### config.mk
export PLATFORM = sky130hd
export DESIGN_NAME = clock_time_controller
export DESIGN_NICKNAME = d
export VERILOG_FILES = /design/src/rtl/clock_pkg.sv /design/src/rtl/bcd_mod_counter.sv /design/src/rtl/clock_time_controller.sv
export SDC_FILE = /design/constraint.sdc
export NUM_CORES = 1
export LEC_CHECK = 0
export CORE_UTILIZATION = 40
export DETAILED_ROUTE_END_ITERATION = 8
export HOLD_SLACK_MARGIN = 0.05
export PLACE_DENSITY = 0.59
export SLEW_MARGIN = 20
export SYNTH_ARGS = -nofsm -noshare
export SYNTH_HDL_FRONTEND = slang
export SYNTH_HIERARCHICAL = 1
export SYNTH_SLANG_ARGS = --single-unit
### constraint.sdc
create_clock -name clk -period 4.3 [get_ports clk]
set_clock_uncertainty 0.2 [all_clocks]
set_input_delay 0.645 -clock clk [delete_from_list [all_inputs] [get_ports clk]]
set_output_delay 0.645 -clock clk [all_outputs]
set_load 0.02 [all_outputs]
### src/rtl/clock_pkg.sv
`default_nettype none
// ============================================================================
//  Module      : clock_pkg
//  Description : Shared mode encodings, BCD field limits and blink masks for
//                the BASYS3 digital clock timekeeping controller.
//  Revision    : 1.0 - initial release
// ============================================================================
package clock_pkg;

    // Mode encodings as seen on the mode output port
    localparam logic [1:0] MODE_RUN     = 2'b00;
    localparam logic [1:0] MODE_SET_HR  = 2'b01;
    localparam logic [1:0] MODE_SET_MIN = 2'b10;

    typedef enum logic [1:0] {
        ST_RUN     = MODE_RUN,
        ST_SET_HR  = MODE_SET_HR,
        ST_SET_MIN = MODE_SET_MIN,
        ST_BAD     = 2'b11
    } mode_e;

    // Field limits stored as BCD tens/units pairs
    localparam logic [3:0] SEC_MAX_TENS  = 4'd5;
    localparam logic [3:0] SEC_MAX_UNITS = 4'd9;
    localparam logic [3:0] MIN_MAX_TENS  = 4'd5;
    localparam logic [3:0] MIN_MAX_UNITS = 4'd9;
    localparam logic [3:0] HR_MAX_TENS   = 4'd2;
    localparam logic [3:0] HR_MAX_UNITS  = 4'd3;

    // Blank masks, bit3 = leftmost digit
    localparam logic [3:0] BLANK_NONE = 4'b0000;
    localparam logic [3:0] BLANK_HR   = 4'b1100;
    localparam logic [3:0] BLANK_MIN  = 4'b0011;

    // True when a BCD pair sits exactly at its field limit
    function automatic logic bcd_at_limit(
        input logic [3:0] tens,
        input logic [3:0] units,
        input logic [3:0] max_tens,
        input logic [3:0] max_units
    );
        return (tens == max_tens) && (units == max_units);
    endfunction

endpackage
`default_nettype wire

### src/rtl/bcd_mod_counter.sv
`default_nettype none
// ============================================================================
//  Module      : bcd_mod_counter
//  Description : Two-digit BCD modulo counter. Counts 00 up to the pair
//                TENS_MAX/UNITS_MAX_AT_TENS_MAX, then wraps to 00 raising a
//                combinational carry. Synchronous zero has priority over inc.
//  Revision    : 1.0 - initial release
// ============================================================================
module bcd_mod_counter
    import clock_pkg::*;
#(
    parameter logic [3:0] TENS_MAX              = 4'd5,
    parameter logic [3:0] UNITS_MAX_AT_TENS_MAX = 4'd9
) (
    input  logic       clk,
    input  logic       clr,
    input  logic       inc,
    input  logic       zero,
    output logic [3:0] tens,
    output logic [3:0] units,
    output logic       carry
);

    logic [3:0] tens_q;
    logic [3:0] tens_d;
    logic [3:0] units_q;
    logic [3:0] units_d;
    logic       at_limit;

    // Next digit pair: clear, hold, or BCD increment with wrap at the limit
    always_comb begin
        tens_d   = tens_q;
        units_d  = units_q;
        at_limit = bcd_at_limit(tens_q, units_q, TENS_MAX, UNITS_MAX_AT_TENS_MAX);
        if (zero) begin
            tens_d  = 4'd0;
            units_d = 4'd0;
        end else if (inc) begin
            if (at_limit) begin
                tens_d  = 4'd0;
                units_d = 4'd0;
            end else if (units_q == 4'd9) begin
                tens_d  = tens_q + 4'd1;
                units_d = 4'd0;
            end else begin
                units_d = units_q + 4'd1;
            end
        end
    end

    // Digit registers
    always_ff @(posedge clk or posedge clr) begin
        if (clr) begin
            tens_q  <= 4'd0;
            units_q <= 4'd0;
        end else begin
            tens_q  <= tens_d;
            units_q <= units_d;
        end
    end

    assign tens  = tens_q;
    assign units = units_q;
    assign carry = inc & at_limit;

endmodule
`default_nettype wire

### src/rtl/clock_time_controller.sv
`default_nettype none
// ============================================================================
//  Module      : clock_time_controller
//  Description : HH:MM:SS BCD timekeeper with run / set-hours / set-minutes
//                mode machine, one-second prescaler and per-digit blink mask
//                for a four-digit multiplexed seven-segment display.
//  Revision    : 1.0 - initial release
// ============================================================================
module clock_time_controller
    import clock_pkg::*;
#(
    parameter int CLK_HZ = 100_000_000
) (
    input  logic       clk,
    input  logic       clr,
    input  logic       btn_mode,
    input  logic       btn_inc,
    output logic [3:0] dig_hr_t,
    output logic [3:0] dig_hr_u,
    output logic [3:0] dig_min_t,
    output logic [3:0] dig_min_u,
    output logic [3:0] blank,
    output logic [1:0] mode,
    output logic       sec_tick
);

    localparam int            PW         = $clog2(CLK_HZ);
    localparam logic [PW-1:0] PRESC_LAST = PW'(CLK_HZ - 1);
    localparam logic [PW-1:0] PRESC_HALF = PW'(CLK_HZ / 2);

    mode_e         mode_q;
    mode_e         mode_d;
    logic [PW-1:0] presc_q;
    logic [PW-1:0] presc_d;
    logic          sec_tick_q;
    logic          sec_tick_d;
    logic [3:0]    blank_q;
    logic [3:0]    blank_d;

    logic          in_run;
    logic          edit_hr;
    logic          edit_min;
    logic          leave_set_min;
    logic          sec_inc;
    logic          min_inc;
    logic          hr_inc;
    logic          sec_carry;
    logic          min_carry;
    logic          hr_carry_unused;
    logic [3:0]    sec_tens_unused;
    logic [3:0]    sec_units_unused;

    // Mode sequencing; the unused encoding falls back to RUN
    always_comb begin
        mode_d = mode_q;
        case (mode_q)
            ST_RUN:     if (btn_mode) mode_d = ST_SET_HR;
            ST_SET_HR:  if (btn_mode) mode_d = ST_SET_MIN;
            ST_SET_MIN: if (btn_mode) mode_d = ST_RUN;
            default:    mode_d = ST_RUN;
        endcase
    end

    // Increment/carry routing; a mode press in the same cycle drops btn_inc
    always_comb begin
        in_run        = (mode_q == ST_RUN);
        edit_hr       = (mode_q == ST_SET_HR)  && btn_inc && !btn_mode;
        edit_min      = (mode_q == ST_SET_MIN) && btn_inc && !btn_mode;
        leave_set_min = (mode_q == ST_SET_MIN) && btn_mode;
        sec_inc       = in_run && sec_tick_q;
        min_inc       = (in_run && sec_carry) || edit_min;
        hr_inc        = (in_run && min_carry) || edit_hr;
    end

    // Prescaler, tick and blink next-state; registered outputs track the
    // values the prescaler and mode will hold after this edge
    always_comb begin
        presc_d = presc_q + PW'(1);
        if (leave_set_min || (presc_q == PRESC_LAST)) begin
            presc_d = '0;
        end
        sec_tick_d = (presc_d == PRESC_LAST);
        blank_d    = BLANK_NONE;
        if (presc_d >= PRESC_HALF) begin
            if (mode_d == ST_SET_HR) begin
                blank_d = BLANK_HR;
            end else if (mode_d == ST_SET_MIN) begin
                blank_d = BLANK_MIN;
            end
        end
    end

    // Control registers
    always_ff @(posedge clk or posedge clr) begin
        if (clr) begin
            mode_q     <= ST_RUN;
            presc_q    <= '0;
            sec_tick_q <= 1'b0;
            blank_q    <= BLANK_NONE;
        end else begin
            mode_q     <= mode_d;
            presc_q    <= presc_d;
            sec_tick_q <= sec_tick_d;
            blank_q    <= blank_d;
        end
    end

    // Seconds are internal; cleared when an edit finishes so the minute
    // boundary starts fresh
    bcd_mod_counter #(
        .TENS_MAX              (SEC_MAX_TENS),
        .UNITS_MAX_AT_TENS_MAX (SEC_MAX_UNITS)
    ) u_sec (
        .clk   (clk),
        .clr   (clr),
        .inc   (sec_inc),
        .zero  (leave_set_min),
        .tens  (sec_tens_unused),
        .units (sec_units_unused),
        .carry (sec_carry)
    );

    bcd_mod_counter #(
        .TENS_MAX              (MIN_MAX_TENS),
        .UNITS_MAX_AT_TENS_MAX (MIN_MAX_UNITS)
    ) u_min (
        .clk   (clk),
        .clr   (clr),
        .inc   (min_inc),
        .zero  (1'b0),
        .tens  (dig_min_t),
        .units (dig_min_u),
        .carry (min_carry)
    );

    // Hours wrap 23 -> 00 with nothing above them to carry into
    bcd_mod_counter #(
        .TENS_MAX              (HR_MAX_TENS),
        .UNITS_MAX_AT_TENS_MAX (HR_MAX_UNITS)
    ) u_hr (
        .clk   (clk),
        .clr   (clr),
        .inc   (hr_inc),
        .zero  (1'b0),
        .tens  (dig_hr_t),
        .units (dig_hr_u),
        .carry (hr_carry_unused)
    );

    assign mode     = mode_q;
    assign sec_tick = sec_tick_q;
    assign blank    = blank_q;

endmodule
`default_nettype wire

After elaboration in Yosys (flattened, before gate mapping)
Index checks and enable logic that the tools add are counted.

Bits in registers: 58. Bits of input ports: 4. Output and inout port bits: 23. Logic and storage cells: 80.

Add/sub/neg operators: 7. $lt $le $gt $ge: 1. Equal/unequal tests: 13. Mux-type cells: 24. Bitwise gates (word level): 2. Reduce and logical (&&, ||, !) cells: 23.

Operator list (number): 2-to-1 mux 4 bit (18); equality test 27 bit, second input constant (2); adder 27 x 1 -> 27 bit, second input constant (1); >= comparator 27 x 26 -> 1 bit, second input constant (1); 2-to-1 mux 27 bit (1); adder 4 x 1 -> 4 bit, second input constant (6); equality test 4 bit, second input constant (3); logical AND 1 bit (11); equality test 4 x 2 -> 1 bit, second input constant (2); equality test 4 x 3 -> 1 bit, second input constant (2); 2-to-1 mux 2 bit (4); one-hot mux 2 bit (3 select lines) (1); AND reduction 2 bit (3); nonzero test 2 bit (3); equality test 2 x 1 -> 1 bit, second input constant (2); equality test 2 bit, second input constant (2); logical OR 1 bit (3); nonzero test 3 bit (1); AND 1 bit (2); logical NOT 2 bit (1); logical NOT 1 bit (1).

Logic depth before layout (Yosys ltp)
Gate-level depths: netlist of the first run.

Word-level depth: 9. Mapped depth: 14. Depth with buffers taken out: 13.

Cells and area by module
The synthesis of the first run kept the hierarchy.

By module, submodules not included: clock_time_controller (instances 1, cells each 217, area each 1959.4 µm², seq. area each 800.8 µm²); bcd_mod_counter at u_min ... (instances 2, cells each 51, area each 499.2 µm², seq. area each 200.2 µm²); bcd_mod_counter at u_hr (instances 1, cells each 59, area each 526.8 µm², seq. area each 200.2 µm²).

Worst setup path before layout of the first run
OpenSTA, ideal clock, no wires.

Path type: reg-to-reg. Start: register mode_q[0], in the netlist mode[0]. End: register u_hr.tens_q[2], in the netlist u_hr/tens[2]. Library setup time: 0.125 ns. Arrival time: 2.987 ns. Required time: 3.975 ns. Path slack: 0.988 ns. Cell stages (with the launch flop): 14. Path buffers: 2. Period minus slack after synthesis: 3.312 ns. Cell sequence: dfrtp_1 clkbuf_1 nor3b_1 inv_1 nor3_1 mux2i_1 nor2_1 inv_1 nor3_1 mux2i_1 nor2_1 clkbuf_1 nand3_1 mux2_2.

Word-level cells in the longest chain between the ends: 9. Elaborated cells on any way between the ends: 15. Classes of those cells: 2 x eq/ne; 2 x bitwise; 11 x reduce/logical.

RTL lines: from (decl) (RTL line clock_time_controller.sv:31) `mode_e mode_q;`; from (signal assigned) (RTL line clock_time_controller.sv:101) `mode_q <= mode_d;`; logical NOT 2 bit (RTL line clock_time_controller.sv:66) `in_run = (mode_q == ST_RUN);`; logical AND 1 bit (RTL line clock_time_controller.sv:70) `sec_inc = in_run && sec_tick_q;`; net sec_inc (RTL line clock_time_controller.sv:44) `logic sec_inc;`; AND 1 bit (RTL line bcd_mod_counter.sv:64) `assign carry = inc & at_limit;`; net sec_carry (RTL line clock_time_controller.sv:47) `logic sec_carry;`; logical AND 1 bit (RTL line clock_time_controller.sv:71) `min_inc = (in_run && sec_carry) || edit_min;`; logical OR 1 bit (RTL line clock_time_controller.sv:71); net min_inc (RTL line clock_time_controller.sv:45) `logic min_inc;`; AND 1 bit (RTL line bcd_mod_counter.sv:64); net min_carry (RTL line clock_time_controller.sv:48) `logic min_carry;`; logical AND 1 bit (RTL line clock_time_controller.sv:72) `hr_inc = (in_run && min_carry) || edit_hr;`; logical OR 1 bit (RTL line clock_time_controller.sv:72); net hr_inc (RTL line clock_time_controller.sv:46) `logic hr_inc;`; AND reduction 2 bit (no line); to (signal assigned) (RTL line bcd_mod_counter.sv:57) `tens_q <= tens_d;`; to (decl) (RTL line bcd_mod_counter.sv:24) `logic [3:0] tens_q;`.

The timed path passes the listed nets, and every way through them passes these cells. A chain may end at the register's enable or synchronous reset.

Worst setup path in the final report of the first run
Start: register mode_q[0], in the netlist mode[0]. End: register u_hr.units_q[2], in the netlist u_hr/units[2].

Word-level cells in the longest chain between the ends: 8. Elaborated cells on any way between the ends: 14. Classes of those cells: 2 x eq/ne; 2 x bitwise; 10 x reduce/logical.

RTL lines: logical NOT 2 bit (RTL line clock_time_controller.sv:66); logical AND 1 bit (RTL line clock_time_controller.sv:70); net sec_inc (RTL line clock_time_controller.sv:44); AND 1 bit (RTL line bcd_mod_counter.sv:64); net sec_carry (RTL line clock_time_controller.sv:47); logical AND 1 bit (RTL line clock_time_controller.sv:71); logical OR 1 bit (RTL line clock_time_controller.sv:71); net min_inc (RTL line clock_time_controller.sv:45); AND 1 bit (RTL line bcd_mod_counter.sv:64); net min_carry (RTL line clock_time_controller.sv:48); logical AND 1 bit (RTL line clock_time_controller.sv:72); logical OR 1 bit (RTL line clock_time_controller.sv:72); net hr_inc (RTL line clock_time_controller.sv:46); to (signal assigned) (RTL line bcd_mod_counter.sv:58) `units_q <= units_d;`; to (decl) (RTL line bcd_mod_counter.sv:26) `logic [3:0] units_q;`.

The timed path passes the listed nets, and every way through them passes these cells.

==> results.md, run 1 <==
- CP Capture Type: register
- NetSw: 444 uW
- Mapped Cells: 377
- Sink Count: 56
- Site row count: 33
- Initial antenna violation count: 0
- Setup crit start kind: register
- CP max stage cell: dfrtp_1
- Post-CTS Hold Fix Bufs: 0
- Leakage: 0.00166 uW
- Endpoints failing hold: 0
- Die area: 9080 sq um
- Comb pwr share: 21.5%
- CP cell instances: nor3b_1 > buf_4 > inv_1 > nor3_1 > mux2i_1 > nor2_1 > inv_1 > nor3_1 > mux2i_1 > nor2_1 > buf_4 > nand2_1 > or4_1 > o21ai_1
- Initial core utilization: 41.9%
- Kind of critical path: register to register
- Slew HR: 56.2%
- WP data required: 4.34 ns
- Max incr delay on CP: 0.47 ns
- Tot GR Track Use: 17.9%
- H-tree Lvls: 2
- CTS Root Buffer Type: clkbuf_8
- F_max: 305 MHz
- RD Place Congestion: 0.850
- Hold WC Path Type: register to register
- GR Util met1: 24.8%
- Sw Share: 33.1%
- Nets: 419
- Placeable core area: 8300 sq um
- RSZ-0062 raised after global routing: no
- Final Critical Period: 3.28 ns
- Crit path max-delay family: simple AND/OR/NAND/NOR gates
- Setup Buffers After CTS: 0
- Status: finished, final reports clean
- Pre-antenna DRT Iters: 4
- Routed vias: 2786
- Final Max Slew Viols: 0
- Antenna viol nets, final: 0
- Share of cells above drive strength 1: 8.93%
- Vias in the first global route: 2644
- Power per Cell Area: 341 nW/um^2
- Area delta synth->final: 13.0%
- CP Data Arrival Time: 3.32 ns
- Largest net degree at the start of global routing: 33
- IO Pins: 27
- Setup violations, final: 0
- DIE WIDTH: 95.3 um
- Most Crowded Layer GR: met2
- DR vias/cell: 5.48
- Global-route met2 utilization: 29.5%
- Tcrit/Tclk final: 76.3%
- Detailed placer's ending HPWL: 5540 um
- Max-cap violations: 0
- DR iter-0 viols: 70
- Input/output buffers: 26
- Buf/Inv on CP: 4
- Hold_sp: presc_q[0]
- Peak supply drop: 0.000159 V
- Filler Cell Count: 828
- Post-CTS Resized: 0
- Synth Warn #: 6
- Num CTS Buffers: 5
- Worst-Margin Slew: 0.651 ns
- Skew-Pair Late Insertion Delay: 0.31 ns
- Min Hold Slack: 0.336 ns
- Met3 usage: 2.71%
- Routed WL per cell: 15.0 um
- Ant diodes: 0
- CTS max path bufs: 2
- Routed wire length: 7600 um
- First-pass GRT wire length: 12700 um
- Synthesized area: 3480 sq um
- Syn Area/Cell: 9.23 sq um
- CP Launch Point: mode[0]
- R2R Path Start: mode[0]
- CTS tree: done
- Crit path max fanout: 12
- Total negative slack: 0 ns
- Flop pwr share: 52.6%
- Internal power: 898 uW
- Clock Pin Slew Worst Setup and Hold Paths: 0.10 ns
- Clk pwr share: 25.9%
- Gr ovfl total: 0
- Die height: 95.3 um
- # DRC: 0
power groups by stage:
stage / registers [uW] / logic, uW / clock network [uW]
after floorplan: 693 / 224 / 0
after global placement: 711 / 288 / 0
after detailed placement: 713 / 292 / 0
after CTS: 703 / 294 / 365
after global routing: 719 / 323 / 387
final: 705 / 289 / 348
worst reg2reg max path, stage by stage (launching register included):
cell     delay (ns)
dfrtp_1        0.47
nor3b_1        0.28
buf_4          0.20
inv_1          0.08
nor3_1         0.25
mux2i_1        0.10
nor2_1         0.33
inv_1          0.15
nor3_1         0.21
mux2i_1        0.09
nor2_1         0.09
buf_4          0.18
nand2_1        0.08
or4_1          0.39
o21ai_1        0.12
stage by stage:
stage | cells | power [uW] | instance area, sq um | worst slack, ns | util, %
3_5_place_dp | 500 | 1010 | 3820 | 0.956 | 46.0
4_1_cts | 508 | 1360 | 3930 | 1.02 | 47.4
6_report | 508 | 1340 | 3930 | 1.02 | 47.4
2_1_floorplan | 382 | 917 | 3500 | 0.988 | -
3_3_place_gp | 500 | 999 | 3820 | 1.00 | 46.0
5_1_grt | 508 | 1430 | 3930 | 0.689 | 47.4
layer usage:
layer,up-vias,routed length (um)
li1,1391,-
met1,1355,3840
met2,38,3530
met3,2,193
met4,0,42
met5,-,0
area by class of cell:
| type | instances | area [sq um] | share of cell area [%] |
|---|---|---|---|
| multi-input combinational | 290 | 1930 | 49.1 |
| sequential | 56 | 1400 | 35.6 |
| timing repair buffer | 29 | 283 | 7.19 |
| tap | 105 | 131 | 3.34 |
| inverter | 20 | 75.1 | 1.91 |
| clock buffer | 5 | 68.8 | 1.75 |
| clock inverter | 3 | 42.5 | 1.08 |
registers in the layout, indices dropped and copies added (netlist names):
register and flops:
u_sec/tens 4, u_hr/tens 4, u_sec/units 4, u_min/tens 4
presc_q 27, mode 2, blank 2, u_hr/units 4
u_min/units 4, sec_tick 1
path summary, 6_finish.rpt:
check                           endpoint  cells past startpoint  slack (ns)
min                           presc_q[0]                      1        0.34
max in group asynchronous     presc_q[8]                      3        2.96
min in group asynchronous  u_sec/tens[3]                      2        0.52
max                        u_hr/units[2]                     14        1.02
min reg2reg                   presc_q[0]                      1        0.34
max reg2reg                u_hr/units[2]                     14        1.02
layout by cell type (no fill, tap or decap), types with 3 or more instances in the layout:
cell and instances:
xnor2_1 19, nand3b_1 11, o21ai_0 12, nand4_1 9, a311oi_1 4, nor2b_1 4
conb_1 6, o211ai_1 4, clkdlybuf4s50_1 26, nand2_1 25, inv_1 20, mux2i_1 3
or3_1 4, nand3_1 21, or4b_1 3, ha_1 13, and4b_2 4, buf_4 3
and3_1 9, nor3_1 6, nand2b_1 3, a21oi_1 21, clkbuf_8 5, a21boi_0 3
dfrtp_1 56, nand4b_1 4, nor2_1 44, nor4_1 7, and4b_1 3, xor2_1 8
Note: power is estimated with default switching activity, not from simulation.
==> inputs of run 2 (changes only) <==
==> constraint.sdc (replaced) <==
create_clock -name clk -period 3.3 [get_ports clk]
set_clock_uncertainty 0.2 [all_clocks]
set_input_delay 0.495 -clock clk [delete_from_list [all_inputs] [get_ports clk]]
set_output_delay 0.495 -clock clk [all_outputs]
set_load 0.02 [all_outputs]
==> run 2 against run 1 <==
Net effect:
- hold slack worse by 0.0064 ns
- register-to-register slack worse by 0.50 ns
- via count shrank 0.79%
- count of clock-buffer cells in the layout stayed put
- wire length fell by 1.3%
- clock power increased by 12%
- first-iteration DRC count grew 81%
- utilization down 0.11 points
- cell area fell by 0.22%
- non-clock buffer count rose by 1
- largest power group unchanged
==> results.md, run 2 (synthesized netlist as in run 1, its figures left out) <==
- Clock Pin Slew Worst Setup and Hold Paths: 0.12 ns (+0.02 ns)
- Power per Cell Area: 430 nW/um^2 (+26%)
- Sink Count: 56 (unchanged)
- Post-layout util: 47.3% (-0.11 points)
- Site row count: 33 (unchanged)
- Pre-antenna DRT Iters: 4 (unchanged)
- Max-cap violations: 0 (unchanged)
- Setup crit start kind: register
- CP Capture Type: register
- Initial core utilization: 41.9% (unchanged)
- Antenna viol nets, final: 0 (unchanged)
- Placeable core area: 8300 sq um (unchanged)
- Hold WC Path Type: input pin to asynchronous set/reset pin
- Gr ovfl total: 0 (unchanged)
- Detailed placer's ending HPWL: 5520 um (-0.28%)
- Tcrit/Tclk final: 84.3% (+8.0 points)
- First-pass GRT wire length: 12500 um (-1.4%)
- IO Pins: 27 (unchanged)
- Die area: 9080 sq um (unchanged)
- Post-CTS Hold Fix Bufs: 0 (unchanged)
- Largest reg by FF count: presc_q
- CP max stage cell: dfrtp_1
- Routed wire length: 7500 um (-1.3%)
- Worst-Margin Slew: 0.770 ns (+0.119 ns)
- Largest net degree at the start of global routing: 33 (unchanged)
- Die height: 95.3 um (unchanged)
- Internal power: 1100 uW (+22%)
- Most frequent cells in the layout: dfrtp_1, nor2_1, clkdlybuf4s50_1
- DIE WIDTH: 95.3 um (unchanged)
- Max incr delay on CP: 0.44 ns (-0.03 ns)
- Most common cell after layout, fill and taps aside: dfrtp_1
- CTS max path bufs: 2 (unchanged)
- Tot GR Track Use: 17.7% (-0.24 points)
- Leakage: 0.00166 uW (-0.12%)
- Ant diodes: 0 (unchanged)
- RSZ-0062 raised after global routing: no
- Kind of critical path: register to register
- Cell Count, Final, Fillers Out: 509 (+0.20%)
- CP cell instances: inv_1 > ha_1 > nand3b_4 > nor3_1 > mux2i_1 > nor2_1 > inv_1 > nor3_1 > mux2i_1 > nor2_1 > buf_4 > and4b_1 > o21ai_0 > a21oi_1
- Setup Buffers After CTS: 0 (unchanged)
- Setup ws final: 0.518 ns (-0.503 ns)
- Post-CTS Resized: 0 (unchanged)
- Skew-Pair Late Insertion Delay: 0.32 ns (about the same)
- Input/output buffers: 26 (unchanged)
- CTS tree: done
- CTS Root Buffer Type: clkbuf_8
- # DRC: 0 (unchanged)
- Setup violations, final: 0 (unchanged)
- Num CTS Buffers: 5 (unchanged)
- Slew HR: 48.2% (-8.0 points)
- Number of flip-flops under the largest register name: 27 (unchanged)
- Share of cells above drive strength 1: 9.41% (+0.47 points)
- Sw Share: 35.0% (+1.9 points)
- DP Worst Slack: 0.514 ns (-0.442 ns)
- Final Critical Period: 2.78 ns (-0.497 ns)
- Clk pwr share: 23.1% (-2.8 points)
- Area delta synth->final: 12.7%
- DR vias/cell: 5.43 (-0.98%)
- DR iter-0 viols: 127 (+81%)
- RD Place Congestion: 0.856 (+0.64%)
- F_max: 359 MHz (+18%)
- Routed vias: 2764 (-0.79%)
- NetSw: 591 uW (+33%)
- Cells on worst reg2reg path: 14 (unchanged)
- Inst Count DP: 501 (+0.20%)
- WP data required: 3.36 ns (-0.98 ns)
- Peak supply drop: 0.000261 V (+65%)
- Total negative slack: 0 ns (unchanged)
- H-tree Lvls: 2 (unchanged)
- Vias in the first global route: 2648 (+0.15%)
- Final Max Slew Viols: 0 (unchanged)
- Flop pwr share: 54.5% (+1.9 points)
- Endpoints failing hold: 0 (unchanged)
- Comb pwr share: 22.4% (+0.9 points)
- CP Data Arrival Time: 2.85 ns (-0.47 ns)
- Crit path max fanout: 11 (-1)
- Status: finished, final reports clean
- Initial antenna violation count: 0 (unchanged)
- Nets: 420 (+0.24%)
- Routed WL per cell: 14.7 um (-1.5%)
## run 2: cell count changes in the layout (fill, tap and decap cells not counted), sizes merged
| cell | previous run | this run |
|---|---|---|
| buf | 3 | 4 |
| inv | 20 | 21 |
| bufinv | 1 | 0 |
## run 2: layer usage
layer	up-vias	track usage, %	wire length, um
li1	1397	-	-
met5	-	0	0
met2	33	30.6	3630
met3	5	2.39	163
met1	1329	23.1	3640
met4	0	4.67	69
## run 2: cell type report
type                       count  area, sq um
tap                          105          131
timing repair buffer          30          290
sequential                    56         1400
clock inverter                 3         21.3
fill                         821         4380
multi-input combinational    290         1930
inverter                      20         75.1
clock buffer                   5         68.8
## run 2: stage by stage
step | hold slack, ns | cell area, sq um | power (uW)
2_1_floorplan | 0.111 | 3500 | 1200
3_3_place_gp | 0.304 | 3830 | 1310
3_5_place_dp | 0.326 | 3830 | 1310
4_1_cts | 0.336 | 3920 | 1710
5_1_grt | 0.362 | 3920 | 1800
6_report | 0.329 | 3920 | 1690
## run 2: path summary, 6_finish.rpt
kind	slack (ns)	from	endpoint
max reg2reg	0.52	u_sec/units[1]	u_hr/units[3]
min	0.33	clr	u_hr/units[2]
min reg2reg	0.33	presc_q[0]	presc_q[0]
max in group asynchronous	2.13	clr	presc_q[1]
max	0.52	u_sec/units[1]	u_hr/units[3]
min in group clk	0.33	presc_q[0]	presc_q[0]
## run 2: critical path, delay by kind of cell, from the launching register on
| kind | cells | cell delay, ns |
|---|---|---|
| and+or+nand+nor | 6 | 1.05 |
| DFF | 1 | 0.44 |
| buffers and inverters | 3 | 0.36 |
| adders and majority gates | 1 | 0.26 |
| AOI/OAI and AO/OA | 2 | 0.22 |
| muxes | 2 | 0.20 |
## run 2: power groups by stage
| stage | combinational (uW) | clock, uW | sequential, uW |
|---|---|---|---|
| final | 379 | 390 | 919 |
| after global routing | 427 | 432 | 942 |
| after CTS | 384 | 407 | 919 |
| after detailed placement | 379 | 0 | 931 |
| after global placement | 382 | 0 | 929 |
| after floorplan | 293 | 0 | 904 |
==> inputs of run 3 (changes only) <==
==> constraint.sdc (replaced) <==
create_clock -name clk -period 2.75 [get_ports clk]
set_clock_uncertainty 0.2 [all_clocks]
set_input_delay 0.4125 -clock clk [delete_from_list [all_inputs] [get_ports clk]]
set_output_delay 0.4125 -clock clk [all_outputs]
set_load 0.02 [all_outputs]
==> run 3 against run 2 <==
Net effect:
- count of clock-buffer cells in the layout unchanged
- cell area up 3.1%
- die area unchanged
- first-iteration DRC count up 18%
- fmax up 8.6%
- sequential share of layout area down 1.0 points
- wire length up 1.6%
- power up 26%
- cell count up 2.6%
- non-clock buffer count up 13
==> results.md, run 3 (synthesized netlist as in run 1, its figures left out) <==
- Status: finished, final reports clean
- Max-cap violations: 0 (unchanged)
- Kind of critical path: register to register
- Comb pwr share: 26.4% (+4.0 points)
- CP Launch Point: presc_q[1]
- Most common cell after layout, fill and taps aside: dfrtp_1
- Endpoints failing hold: 0 (unchanged)
- CP cell instances: ha_1 > and3_1 > nand3_1 > or4_4 > nand4_1 > nor4_1 > o211ai_1 > a21oi_1
- Sw Share: 35.1% (+0.10 points)
- F_max: 390 MHz (+8.6%)
- Pre-antenna DRT Iters: 4 (unchanged)
- IO Pins: 27 (unchanged)
- Sink Count: 56 (unchanged)
- H-tree Lvls: 2 (unchanged)
- Inst Count DP: 512 (+2.2%)
- Clock Pin Slew Worst Setup and Hold Paths: 0.11 ns (about the same)
- DR iter-0 viols: 150 (+18%)
- WP data required: 2.76 ns (-0.60 ns)
- Final Critical Period: 2.56 ns (-0.220 ns)
- Tot GR Track Use: 18.0% (+0.37 points)
- Area delta synth->final: 16.2%
- Crit path max fanout: 6 (-5)
- Skew-Pair Late Insertion Delay: 0.32 ns (about the same)
- Tcrit/Tclk final: 93.2% (+8.9 points)
- Initial core utilization: 41.9% (unchanged)
- Post-CTS Hold Fix Bufs: 0 (unchanged)
- Routed WL per cell: 14.6 um (-0.93%)
- Reg-to-reg endpoint: blank[1]
- Final Max Slew Viols: 0 (unchanged)
- Setup violations, final: 0 (unchanged)
- RSZ-0062 raised after global routing: no
- Cell Count, Final, Fillers Out: 522 (+2.6%)
- R2r setup slk: 0.19 ns (-0.33 ns)
- Die height: 95.3 um (unchanged)
- Max incr delay on CP: 0.58 ns (+0.14 ns)
- Most frequent cells in the layout: dfrtp_1, nor2_1, clkdlybuf4s50_1
- Cells on worst reg2reg path: 8 (-6)
- Die area: 9080 sq um (unchanged)
- Total negative slack: 0 ns (unchanged)
- Largest reg by FF count: presc_q
- Internal power: 1380 uW (+26%)
- Post-layout util: 48.7% (+1.5 points)
- CTS Root Buffer Type: clkbuf_8
- Min Hold Slack: 0.250 ns (-0.0792 ns)
- Power consumption: 2120 uW (+26%)
- RD Place Congestion: 0.840 (-1.8%)
- CTS max path bufs: 2 (unchanged)
- Share of cells above drive strength 1: 13.9% (+4.5 points)
- Antenna viol nets, final: 0 (unchanged)
- Flop pwr share: 51.2% (-3.3 points)
- Setup crit start kind: register
- Nets: 433 (+3.1%)
- Setup crit end: blank[1]
- R2R Path Start: presc_q[1]
- CP Capture Type: register
- Gr ovfl total: 0 (unchanged)
- Largest net degree at the start of global routing: 33 (unchanged)
- # DRC: 0 (unchanged)
- Leakage: 0.00173 uW (+4.2%)
- First-pass GRT wire length: 12900 um (+2.6%)
- Placeable core area: 8300 sq um (unchanged)
- Num CTS Buffers: 5 (unchanged)
- Routed vias: 2846 (+3.0%)
- Input/output buffers: 26 (unchanged)
- Site row count: 33 (unchanged)
- CTS tree: done
- Vias in the first global route: 2656 (+0.30%)
- CP max stage cell: or4_4
- NetSw: 745 uW (+26%)
- DIE WIDTH: 95.3 um (unchanged)
- Initial antenna violation count: 0 (unchanged)
- Hold WC Path Type: input pin to asynchronous set/reset pin
- Filler Cell Count: 770 (-6.2%)
- Number of flip-flops under the largest register name: 27 (unchanged)
- DR vias/cell: 5.45 (+0.40%)
- Peak supply drop: 0.000367 V (+40%)
- Detailed placer's ending HPWL: 5600 um (+1.5%)
- Power per Cell Area: 525 nW/um^2 (+22%)
- Routed wire length: 7620 um (+1.6%)
- Clk pwr share: 22.4% (-0.7 points)
- CP Data Arrival Time: 2.57 ns (-0.28 ns)
- Ant diodes: 0 (unchanged)
-- run 3: area by class of cell --
| class | instances | area (sq um) | area share (%) |
|---|---|---|---|
| tap | 105 | 131 | 3.25 |
| clock buffer | 5 | 68.8 | 1.70 |
| timing repair buffer | 43 | 388 | 9.59 |
| sequential | 56 | 1400 | 34.7 |
| multi-input combinational | 290 | 1960 | 48.4 |
| clock inverter | 3 | 22.5 | 0.557 |
| inverter | 20 | 75.1 | 1.86 |
-- run 3: power groups by stage --
stage	clock network [uW]	registers (uW)	logic, uW
floorplan	0	1090	372
global placement	0	1100	532
detailed placement	0	1100	534
CTS	500	1090	540
global route	527	1110	621
finish	475	1090	561
-- run 3: what timing repair did --
| action | in CTS | in global routing |
|---|---|---|
| setup buffers | 0 | 2 |
| gates resized for setup | 0 | 1 |
| endpoints found under the setup margin | 0 | 6 |
-- run 3: critical path, delay by kind of cell (launching register included) --
| family | cells | cell delay (ns) |
|---|---|---|
| AOI/OAI and AO/OA | 2 | 0.37 |
| adders and majority gates | 1 | 0.24 |
| DFF | 1 | 0.40 |
| and+or+nand+nor | 5 | 1.24 |
-- run 3: worst min path at each step --
stage | end | slack, ns | start | cells after the start
after global routing | u_sec/tens[2] | 0.31 | clr | 2
final | u_sec/tens[2] | 0.25 | clr | 2
after detailed placement | presc_q[0] | 0.34 | presc_q[0] | 2
after global placement | u_sec/tens[2] | 0.33 | u_sec/tens[2] | 1
after floorplan | u_hr/tens[0] | 0.03 | clr | 1
after CTS | u_sec/tens[2] | 0.26 | clr | 2
-- run 3: metrics by stage --
stage,setup WS [ns],instance area [sq um]
5_1_grt,0.0187,4040
2_1_floorplan,0.0593,3540
3_5_place_dp,0.0954,3940
6_report,0.188,4040
4_1_cts,0.117,4030
3_3_place_gp,0.0955,3940
-- run 3: layer usage --
layer | vias up | GRT usage [%] | wire length, um
met3 | 11 | 3.03 | 227
met2 | 45 | 29.6 | 3580
met4 | 0 | 5.56 | 116
met1 | 1370 | 24.2 | 3700
li1 | 1420 | - | -
met5 | - | 0 | 0
